[config.mk]
export PLATFORM = sky130hd
export DESIGN_NAME = mem_read_arbiter
export DESIGN_NICKNAME = d
export VERILOG_FILES = /design/src/rtl/mem_read_arbiter_pkg.sv /design/src/rtl/mem_read_arbiter_rr.sv /design/src/rtl/mem_read_arbiter.sv
export SDC_FILE = /design/constraint.sdc
export NUM_CORES = 1
export LEC_CHECK = 0
export BUFFER_PORTS_ARGS = -buffer_cell sky130_fd_sc_hd__buf_2
export CORE_AREA = 2 2 528 530
export CTS_CLUSTER_SIZE = 20
export DETAILED_ROUTE_END_ITERATION = 16
export DIE_AREA = 0 0 530 532
export HOLD_SLACK_MARGIN = 0.08
export PLACE_DENSITY = 0.3
export REMOVE_ABC_BUFFERS = 1
export SETUP_SLACK_MARGIN = 0.1
export SLEW_MARGIN = 15
export SYNTH_ARGS = -nofsm -noshare
export SYNTH_HDL_FRONTEND = slang
export SYNTH_HIERARCHICAL = 1
export SYNTH_SLANG_ARGS = --single-unit
[constraint.sdc]
create_clock -name clk_i -period 5.4 [get_ports clk_i]
set_clock_uncertainty 0.1 [all_clocks]
set_input_delay 1.08 -clock clk_i [delete_from_list [all_inputs] [get_ports clk_i]]
set_output_delay 1.08 -clock clk_i [all_outputs]
set_load 0.02 [all_outputs]
[src/rtl/mem_read_arbiter_pkg.sv]
// Shared definitions for the read-side memory arbiter: requester indices,
// index width carried in the AXI ID MSBs, and the AR holding-register entry.
package mem_read_arbiter_pkg;

   localparam int REQ_ICACHE = 0;
   localparam int REQ_DMISS  = 1;
   localparam int REQ_DUC    = 2;
   localparam int NREQ_DEF   = 3;

   localparam int IDX_W      = $clog2(NREQ_DEF);

   localparam int AR_ADDR_W  = 64;
   localparam int AR_LEN_W   = 8;
   localparam int AR_ID_W    = 6;

   typedef struct packed {
      logic [AR_ADDR_W-1:0] addr;
      logic [AR_LEN_W-1:0]  len;
      logic [AR_ID_W-1:0]   id;
   } ar_entry_t;

endpackage

[src/rtl/mem_read_arbiter_rr.sv]
// Round-robin grant: the first eligible requester after rr_ptr wins.
// Purely combinational so it can be reused for a write-side arbiter.
module rr_arbiter
   import mem_read_arbiter_pkg::*;
#(
   parameter int NREQ  = 3,
   parameter int PTR_W = $clog2(NREQ)
) (
   input  logic [NREQ-1:0]  elig,
   input  logic [PTR_W-1:0] rr_ptr,
   output logic             gnt_vld,
   output logic [PTR_W-1:0] gnt_idx
);

   logic [PTR_W-1:0] cand;

   // Scan from rr_ptr+1 around the ring and latch the first eligible index.
   always_comb begin
      gnt_vld = 1'b0;
      gnt_idx = '0;
      cand    = '0;
      for (int k = 1; k <= NREQ; k++) begin
         cand = PTR_W'((int'(rr_ptr) + k) % NREQ);
         if (!gnt_vld && elig[cand]) begin
            gnt_vld = 1'b1;
            gnt_idx = cand;
         end
      end
   end

endmodule

[src/rtl/mem_read_arbiter.sv]
// Shares one AXI read address/data path between the icache refill, dcache
// miss and dcache uncached requesters. The requester index rides in the AR
// ID MSBs and steers returning R beats; each requester is limited to
// MAX_OUT outstanding bursts.
module mem_read_arbiter
   import mem_read_arbiter_pkg::*;
#(
   parameter int NREQ    = 3,
   parameter int ADDR_W  = AR_ADDR_W,
   parameter int DATA_W  = 512,
   parameter int ID_W    = AR_ID_W,
   parameter int LEN_W   = AR_LEN_W,
   parameter int MAX_OUT = 4
) (
   input  logic                          clk_i,
   input  logic                          rstn_i,
   input  logic [NREQ-1:0]               req_valid_i,
   output logic [NREQ-1:0]               req_ready_o,
   input  logic [NREQ*ADDR_W-1:0]        req_addr_i,
   input  logic [NREQ*LEN_W-1:0]         req_len_i,
   input  logic [NREQ*(ID_W-IDX_W)-1:0]  req_id_i,
   output logic                          ar_valid_o,
   input  logic                          ar_ready_i,
   output logic [ADDR_W-1:0]             ar_addr_o,
   output logic [LEN_W-1:0]              ar_len_o,
   output logic [ID_W-1:0]               ar_id_o,
   input  logic                          r_valid_i,
   output logic                          r_ready_o,
   input  logic [DATA_W-1:0]             r_data_i,
   input  logic [ID_W-1:0]               r_id_i,
   input  logic [1:0]                    r_resp_i,
   input  logic                          r_last_i,
   output logic [NREQ-1:0]               rsp_valid_o,
   input  logic [NREQ-1:0]               rsp_ready_i,
   output logic [DATA_W-1:0]             rsp_data_o,
   output logic [ID_W-IDX_W-1:0]         rsp_id_o,
   output logic [1:0]                    rsp_resp_o,
   output logic                          rsp_last_o,
   output logic                          err_o
);

   localparam int LID_W = ID_W - IDX_W;
   localparam int CNT_W = $clog2(MAX_OUT + 1);

   logic [NREQ-1:0]  elig;
   logic             gnt_vld;
   logic [IDX_W-1:0] gnt_idx;
   logic [IDX_W-1:0] rr_ptr;
   logic             can_load;
   logic             req_hs;
   ar_entry_t        ld_entry;
   ar_entry_t        ar_entry_p0;
   logic             ar_vld_p0;
   logic [CNT_W-1:0] out_cnt [NREQ];
   logic [NREQ-1:0]  cnt_inc;
   logic [NREQ-1:0]  cnt_dec;
   logic [IDX_W-1:0] sel;
   logic             sel_ok;
   logic             r_last_hs;
   logic             err_q;

   // A requester competes only while it has a free outstanding-burst slot.
   always_comb begin
      elig = '0;
      for (int i = 0; i < NREQ; i++) begin
         elig[i] = req_valid_i[i] && (out_cnt[i] < CNT_W'(MAX_OUT));
      end
   end

   rr_arbiter #(
      .NREQ  (NREQ),
      .PTR_W (IDX_W)
   ) u_rr_arbiter (
      .elig    (elig),
      .rr_ptr  (rr_ptr),
      .gnt_vld (gnt_vld),
      .gnt_idx (gnt_idx)
   );

   // The holding register can take a new entry when empty or draining this cycle.
   // Reset gates ready so nothing upstream sees a handshake that is discarded.
   always_comb begin
      can_load    = !ar_vld_p0 || ar_ready_i;
      req_hs      = rstn_i && gnt_vld && can_load;
      req_ready_o = '0;
      ld_entry    = '0;
      for (int i = 0; i < NREQ; i++) begin
         if (gnt_idx == IDX_W'(i)) begin
            req_ready_o[i] = req_hs;
            ld_entry.addr  = req_addr_i[i*ADDR_W +: ADDR_W];
            ld_entry.len   = req_len_i[i*LEN_W +: LEN_W];
            ld_entry.id    = {gnt_idx, req_id_i[i*LID_W +: LID_W]};
         end
      end
   end

   // ---- stage p0: AR holding register ----
   // Load on request handshake, clear on AR handshake with nothing new behind it.
   always_ff @(posedge clk_i) begin
      if (!rstn_i) begin
         ar_vld_p0   <= 1'b0;
         ar_entry_p0 <= '0;
      end else if (req_hs) begin
         ar_vld_p0   <= 1'b1;
         ar_entry_p0 <= ld_entry;
      end else if (ar_ready_i) begin
         ar_vld_p0   <= 1'b0;
      end
   end

   assign ar_valid_o = ar_vld_p0;
   assign ar_addr_o  = ar_entry_p0.addr;
   assign ar_len_o   = ar_entry_p0.len;
   assign ar_id_o    = ar_entry_p0.id;

   // Round-robin pointer follows the last winner; reset to NREQ-1 so index 0 goes first.
   always_ff @(posedge clk_i) begin
      if (!rstn_i) begin
         rr_ptr <= IDX_W'(NREQ - 1);
      end else if (req_hs) begin
         rr_ptr <= gnt_idx;
      end
   end

   // R routing: the ID MSBs select the requester; unknown indices are swallowed.
   always_comb begin
      sel         = r_id_i[ID_W-1 -: IDX_W];
      sel_ok      = int'(sel) < NREQ;
      r_ready_o   = 1'b1;
      rsp_valid_o = '0;
      for (int i = 0; i < NREQ; i++) begin
         if (sel == IDX_W'(i)) begin
            rsp_valid_o[i] = r_valid_i && rstn_i;
            r_ready_o      = rsp_ready_i[i];
         end
      end
      r_last_hs = r_valid_i && r_ready_o && r_last_i && sel_ok;
   end

   assign rsp_data_o = r_data_i;
   assign rsp_id_o   = r_id_i[LID_W-1:0];
   assign rsp_resp_o = r_resp_i;
   assign rsp_last_o = r_last_i;

   // Per-requester increment at request acceptance, decrement at last R beat.
   always_comb begin
      cnt_inc = '0;
      cnt_dec = '0;
      for (int i = 0; i < NREQ; i++) begin
         cnt_inc[i] = req_hs && (gnt_idx == IDX_W'(i));
         cnt_dec[i] = r_last_hs && (sel == IDX_W'(i));
      end
   end

   // Outstanding-burst counters; eligibility already caps the increment at MAX_OUT.
   always_ff @(posedge clk_i) begin
      if (!rstn_i) begin
         for (int i = 0; i < NREQ; i++) begin
            out_cnt[i] <= '0;
         end
      end else begin
         for (int i = 0; i < NREQ; i++) begin
            if (cnt_inc[i] && !cnt_dec[i]) begin
               out_cnt[i] <= out_cnt[i] + CNT_W'(1);
            end else if (cnt_dec[i] && !cnt_inc[i] && (out_cnt[i] != '0)) begin
               out_cnt[i] <= out_cnt[i] - CNT_W'(1);
            end
         end
      end
   end

   // Sticky error: an R beat carried a requester index that does not exist.
   always_ff @(posedge clk_i) begin
      if (!rstn_i) begin
         err_q <= 1'b0;
      end else if (r_valid_i && !sel_ok) begin
         err_q <= 1'b1;
      end
   end

   assign err_o = err_q;

endmodule

== Yosys cells after proc, flatten, opt, wreduce, memory -nomap -nowiden ==
Memory sizes are Yosys's and may differ from the RTL's.
Cells that the tools add are included.

* Add/sub/neg operators: 9
* Divide/modulo/power cells: 3
* $lt $le $gt $ge: 7
* Equality and inequality tests: 4
* Mux-type cells: 54
* Bitwise operators: 6
* Reduce and logical (&&, ||, !) cells: 44

{| class="wikitable"
|+ Operator list
! kind !! count
|-
| 78-bit two-way mux || 3
|-
| 32-bit by 3-bit remainder unit with 32-bit output, second input constant || 3
|-
| 1-bit two-way mux || 39
|-
| 1-bit logical AND || 27
|-
| 3-bit two-way mux || 6
|-
| 1-bit zero test || 10
|-
| 3-bit by 1-bit adder with 3-bit output, second input constant || 3
|-
| 2-bit by 3-bit < comparator with 1-bit output, second input constant || 3
|-
| 3-bit < comparator, second input constant || 3
|-
| 3-bit nonzero test || 3
|-
| 3-bit by 1-bit subtractor with 3-bit output, second input constant || 3
|-
| 2-bit by 2-bit adder with 3-bit output, second input constant || 2
|-
| 1-bit binary-select mux with 2-bit select || 3
|-
| 2-bit two-way mux || 3
|-
| 1-bit OR || 6
|-
| 2-bit by 1-bit == test with 1-bit output, second input constant || 2
|-
| 2-bit == test, second input constant || 2
|-
| 2-bit zero test || 2
|-
| 2-bit by 1-bit adder with 3-bit output, second input constant || 1
|-
| 2-bit < comparator, second input constant || 1
|-
| 2-bit nonzero test || 1
|-
| 1-bit logical OR || 1
|}

* Flip-flop bits (word level): 82
* Bits in writable memories: 9
* Input port bits: 759
* Output and inout port bits: 606
* Logic and storage cells: 134
* Memories kept: 1

{| class="wikitable"
|+ Memories
! memory !! depth !! bits a word !! read ports !! clocked after memory_dff !! wr ports !! line !! RTL
|-
| out_cnt || 3 || 3 || 3 || 0 || 3 || mem_read_arbiter.sv:54 || <nowiki>logic [CNT_W-1:0] out_cnt [NREQ];</nowiki>
|}

== Logic depth before layout (Yosys ltp) ==
An unclocked memory read counts as a cell.

* Depth after elaboration: 23
* Depth in mapped cells: 13

== Cells and area by module ==
The synthesis kept the hierarchy.

{| class="wikitable"
|+ Modules (own cells, without submodules)
! module !! instances !! cells each !! area each (sq um) !! seq. area each (sq um)
|-
| mem_read_arbiter || 1 || 1137 || 8916.1 || 1911.8
|-
| rr_arbiter || 1 || 20 || 131.4 || 0.0
|}

== Worst setup path before layout ==
OpenSTA, ideal clock, no wires.

* Path type: input-to-output
* From: input req_valid_i[2]
* To: output req_ready_o[2]
* Arrival time: 2.609 ns
* Data required time: 4.220 ns
* Slack: 1.611 ns
* Stages: 8
* Path buffers: 3
* Cells stage by stage: nor2b_1 -> a21boi_0 -> o311a_2 -> buf_2 -> nor2b_1 -> buf_2 -> and3_1 -> clkbuf_1

{| class="wikitable"
|+ RTL lines
! item !! line !! RTL
|-
| from (decl) || mem_read_arbiter.sv:17 || <nowiki>input logic [NREQ-1:0] req_valid_i,</nowiki>
|-
| 1-bit logical AND (*) || mem_read_arbiter.sv:66 || <nowiki>elig[i] = req_valid_i[i] && (out_cnt[i] < CNT_W'(MAX_OUT));</nowiki>
|-
| 1-bit binary-select mux with 2-bit select || mem_read_arbiter_rr.sv:24 || <nowiki>if (!gnt_vld && elig[cand]) begin</nowiki>
|-
| 1-bit two-way mux (implied by the code) || mem_read_arbiter_rr.sv:24 ||
|-
| 1-bit two-way mux || mem_read_arbiter_rr.sv:24 ||
|-
| 1-bit zero test || mem_read_arbiter_rr.sv:24 ||
|-
| 1-bit logical AND || mem_read_arbiter_rr.sv:24 ||
|-
| 1-bit two-way mux || mem_read_arbiter_rr.sv:24 ||
|-
| 1-bit zero test || mem_read_arbiter_rr.sv:24 ||
|-
| 1-bit logical AND || mem_read_arbiter_rr.sv:24 ||
|-
| 2-bit two-way mux (*) || mem_read_arbiter_rr.sv:24 ||
|-
| named net gnt_idx[1] || mem_read_arbiter.sv:47 || <nowiki>logic [IDX_W-1:0] gnt_idx;</nowiki>
|-
| 2-bit == test (*) || mem_read_arbiter.sv:88 || <nowiki>if (gnt_idx == IDX_W'(i)) begin</nowiki>
|-
| 1-bit two-way mux (*) || mem_read_arbiter.sv:88 ||
|-
| to (decl) || mem_read_arbiter.sv:18 || <nowiki>output logic [NREQ-1:0] req_ready_o,</nowiki>
|}

Mark *: on every way through the listed nets, which the timed path passes. The rest lies on a longest branch. The select of a mux whose other input is x is not followed.

== Worst setup path in the final report ==
* From: input req_valid_i[0]
* To: output req_ready_o[1]

{| class="wikitable"
|+ RTL lines
! item !! line !! RTL
|-
| 1-bit logical AND (*) || mem_read_arbiter.sv:66 ||
|-
| named net elig[0] || mem_read_arbiter.sv:45 || <nowiki>logic [NREQ-1:0] elig;</nowiki>
|-
| 1-bit binary-select mux with 2-bit select || mem_read_arbiter_rr.sv:24 ||
|-
| 1-bit two-way mux (implied by the code) || mem_read_arbiter_rr.sv:24 ||
|-
| 1-bit two-way mux || mem_read_arbiter_rr.sv:24 ||
|-
| 1-bit zero test || mem_read_arbiter_rr.sv:24 ||
|-
| 1-bit logical AND || mem_read_arbiter_rr.sv:24 ||
|-
| 1-bit two-way mux || mem_read_arbiter_rr.sv:24 ||
|-
| 1-bit zero test || mem_read_arbiter_rr.sv:24 ||
|-
| 1-bit logical AND || mem_read_arbiter_rr.sv:24 ||
|-
| 2-bit two-way mux (*) || mem_read_arbiter_rr.sv:24 ||
|-
| named net gnt_idx[0] || mem_read_arbiter.sv:47 ||
|-
| 2-bit by 1-bit == test with 1-bit output (*) || mem_read_arbiter.sv:88 ||
|-
| 1-bit two-way mux (*) || mem_read_arbiter.sv:88 ||
|}

Marks and branches as above.

==> metrics.txt <==
status=finished clean; Post-Route WL=366000 um; max-slew violations=0; DP Wirelength=356000 um; worst r2r src=rr_ptr[0]; hold slack=0.391 ns; Worst Hold Path Cells=2; Resized cells post-CTS=0; worst-case clock buffer depth=2; Ys Warns=6; Core Region=0.276 sq mm; largest net degree at the start of global routing=69; full die area=0.282 sq mm; H-tree Lvls=3; Die W=530 um; synthesis-to-layout area growth=28.5%; Cells after Synth=1157; DR iter-0 viols=912; Total GRT Usage=25.2%; Clock transition at path regs=0.09 ns; Seq/Total Area, Yosys=21.1%; Synth cell types=43; share of total power in the clock network=18.5%; Max VDD drop=0.156 mV; number of global-route vias before repair=7427; Seq pwr share=25.8%; worst path required time=4.22 ns; Hold Crit Class=flop to flop; clk root buf=clkbuf_16; Setup crit end=req_ready_o[1]; Final Critical Period=4.35 ns; nets=1697; reg2reg end=ar_len_o[5]; Worst Reg-to-Reg Cells=9; post-route cell area=0.0116 sq mm; Worst setup EP type=primary output; total iterations of the first detailed-routing run=5; CTS tree=built; Final Hold Fails=0; hold buffers post-CTS=0; DR WL/cell=78.7 um; Setup Viol. Count Final=0; Sink Count=91; Final GP Congestion=1.44; Max-slew headroom=30.1%; Least-Margin Pin Slew=1.05 ns; PD cells=375 mW/mm^2; Syn Std Cell Area=0.00905 sq mm; GRT overflow=0; switching portion of total power=55.5%; clk_lat worst skew=0.48 ns; Leak=3.41 nW; Port Buffers=328; vias=9283; CP Launch Point=req_valid_i[0]; share of post-route cells with drive strength above 1=39.2%; Cell Int Power=1.94 mW; post-CTS setup buffers=0; row count=193; Max Cap Viol=0; Setup CP Type=input port to primary output; Final period util=80.6%; Initial Utilization=3.28%; mean area per synthesized cell=7.82 sq um; Fmax=230 MHz; Die Y=532 um; CP arrival=3.17 ns; # IOs=1365; remaining antenna violation count after routing=0; vias per cell=2.00; Post-DP Area=0.0113 sq mm; sw power=2.42 mW; global-route wire length before repair=384000 um; Critical Path Fanout Max=68; DRC viols=0; RSZ-0062 raised after global routing=false; initial antenna violation count=21; combinational share of power=55.8%; critical path launch point type=input port; total CTS buffers=9; Seq cells post-synth=91; reg2reg setup slack=1.71 ns
-- state kept, by name, indices dropped and copies added (netlist names) --
register    cells
ar_addr_o      64
ar_id_o         6
ar_len_o        8
ar_valid_o      1
err_o           1
out_cnt         9
rr_ptr          2
-- stage by stage --
| step | util (%) | setup slack, ns | power [mW] | std cells | TNS [ns] |
|---|---|---|---|---|---|
| final | 4.22 | 1.05 | 4.36 | 4648 | 0 |
| after global routing | 4.21 | 0.851 | 4.69 | 4642 | 0 |
| after CTS | 4.21 | 0.980 | 4.61 | 4641 | 0 |
| after detailed placement | 4.10 | 0.988 | 3.72 | 4625 | 0 |
| after global placement | 4.10 | 1.01 | 3.71 | 4625 | 0 |
| after floorplan | - | -7.92 | 2.37 | 583 | -641.34 |
-- logic make-up (layout without fill, tap and decap cells) --
group,count (synthesis),in the layout,share of synthesized area [%]
buffers and inverters,592,371,46.5
adders and majority gates,8,8,1.26
and+or+nand+nor,276,276,13.8
muxes,77,77,8.52
other,0,7,0
DFF,91,91,21.1
AOI/OAI and AO/OA,107,107,8.20
xor gates and xnor gates,6,6,0.581
-- worst min-delay path by stage --
stage / from / endpoint / slack (ns)
global placement: err_o / err_o / 0.35
finish: rr_ptr[1] / rr_ptr[1] / 0.39
global route: ar_addr_o[27] / ar_addr_o[27] / 0.41
CTS: rr_ptr[0] / rr_ptr[0] / 0.39
detailed placement: rr_ptr[0] / rr_ptr[0] / 0.38
floorplan: rr_ptr[0] / rr_ptr[0] / 0.35
-- cell usage in the layout (no fill, tap or decap), drive strengths merged, types with 2 or more instances in the layout --
cell type / instances
nand4b: 3
nor2: 145
edfxtp: 9
nand2b: 4
ha: 5
a211oi: 67
and2: 2
fa: 2
nand3: 6
diode: 7
xor2: 3
a21oi: 15
nand2: 19
nor2b: 6
xnor2: 3
and3: 2
o22ai: 2
clkbuf: 9
dfxtp: 82
mux2i: 77
a31oi: 2
inv: 23
nor3: 84
o21ai: 14
buf: 337
-- routing by layer --
metal	GRT usage (%)	vias up	wire, um
li1	-	2849	-
met1	5.27	3806	29200
met2	45.3	2416	186000
met3	41.7	162	127000
met4	11.6	50	19800
met5	10.5	-	3920
-- critical path, cell delays in order --
cell	delay [ns]
buf_2	0.10
nor2b_1	0.14
nor2b_1	0.19
o21ai_0	0.18
a21oi_4	0.57
buf_12	0.40
nand4b_4	0.24
inv_1	0.09
buf_2	0.16
-- Yosys cell counts (all sizes together) --
library cell  number  area share, %
nand2b             4           0.28
inv               18           0.75
and2               2           0.17
xnor2              3           0.29
and3               2           0.19
o21ai             14           0.77
a31oi              2           0.14
or2                1          0.069
nand3b             1          0.083
dfxtp             82             18
edfxtp             9            3.0
clkbuf            30            1.2
mux2i             77            8.5
buf              544             44
nand3              6           0.33
o2111ai            1           0.17
a21boi             1          0.083
nor3              84            4.6
a31o               1          0.097
nand4b             3           0.46
nor4b              1           0.26
a21oi             15           0.83
o22ai              2           0.14
o211ai             1          0.083
nor2b              6           0.41
ha                 5           0.69
xor2               3           0.29
a211oi            67            5.6
maj3               1           0.12
o32a               1           0.11
a2bb2oi            1          0.097
nor2             145            6.0
nand4              1          0.069
fa                 2           0.44
o311a              1           0.12
nand2             19           0.79
or3                1          0.069
-- area by class of cell --
cell class                 instances  area [sq um]
tap                             3705          4640
sequential                        91          1910
clock inverter                     7          75.1
antenna                            7          17.5
multi-input combinational        474          2970
fill                           33000        264000
inverter                          18          70.1
clock buffer                       9           225
timing repair buffer             337          1720
-- power by group through the flow --
stage | combinational [mW] | sequential (mW) | clock, mW
3_3_place_gp | 2.57 | 1.14 | 0
4_1_cts | 2.58 | 1.13 | 0.893
5_1_grt | 2.63 | 1.17 | 0.888
2_1_floorplan | 1.04 | 1.33 | 0
3_5_place_dp | 2.58 | 1.15 | 0
6_report | 2.43 | 1.12 | 0.805
Power figures use the tool's default switching activity.
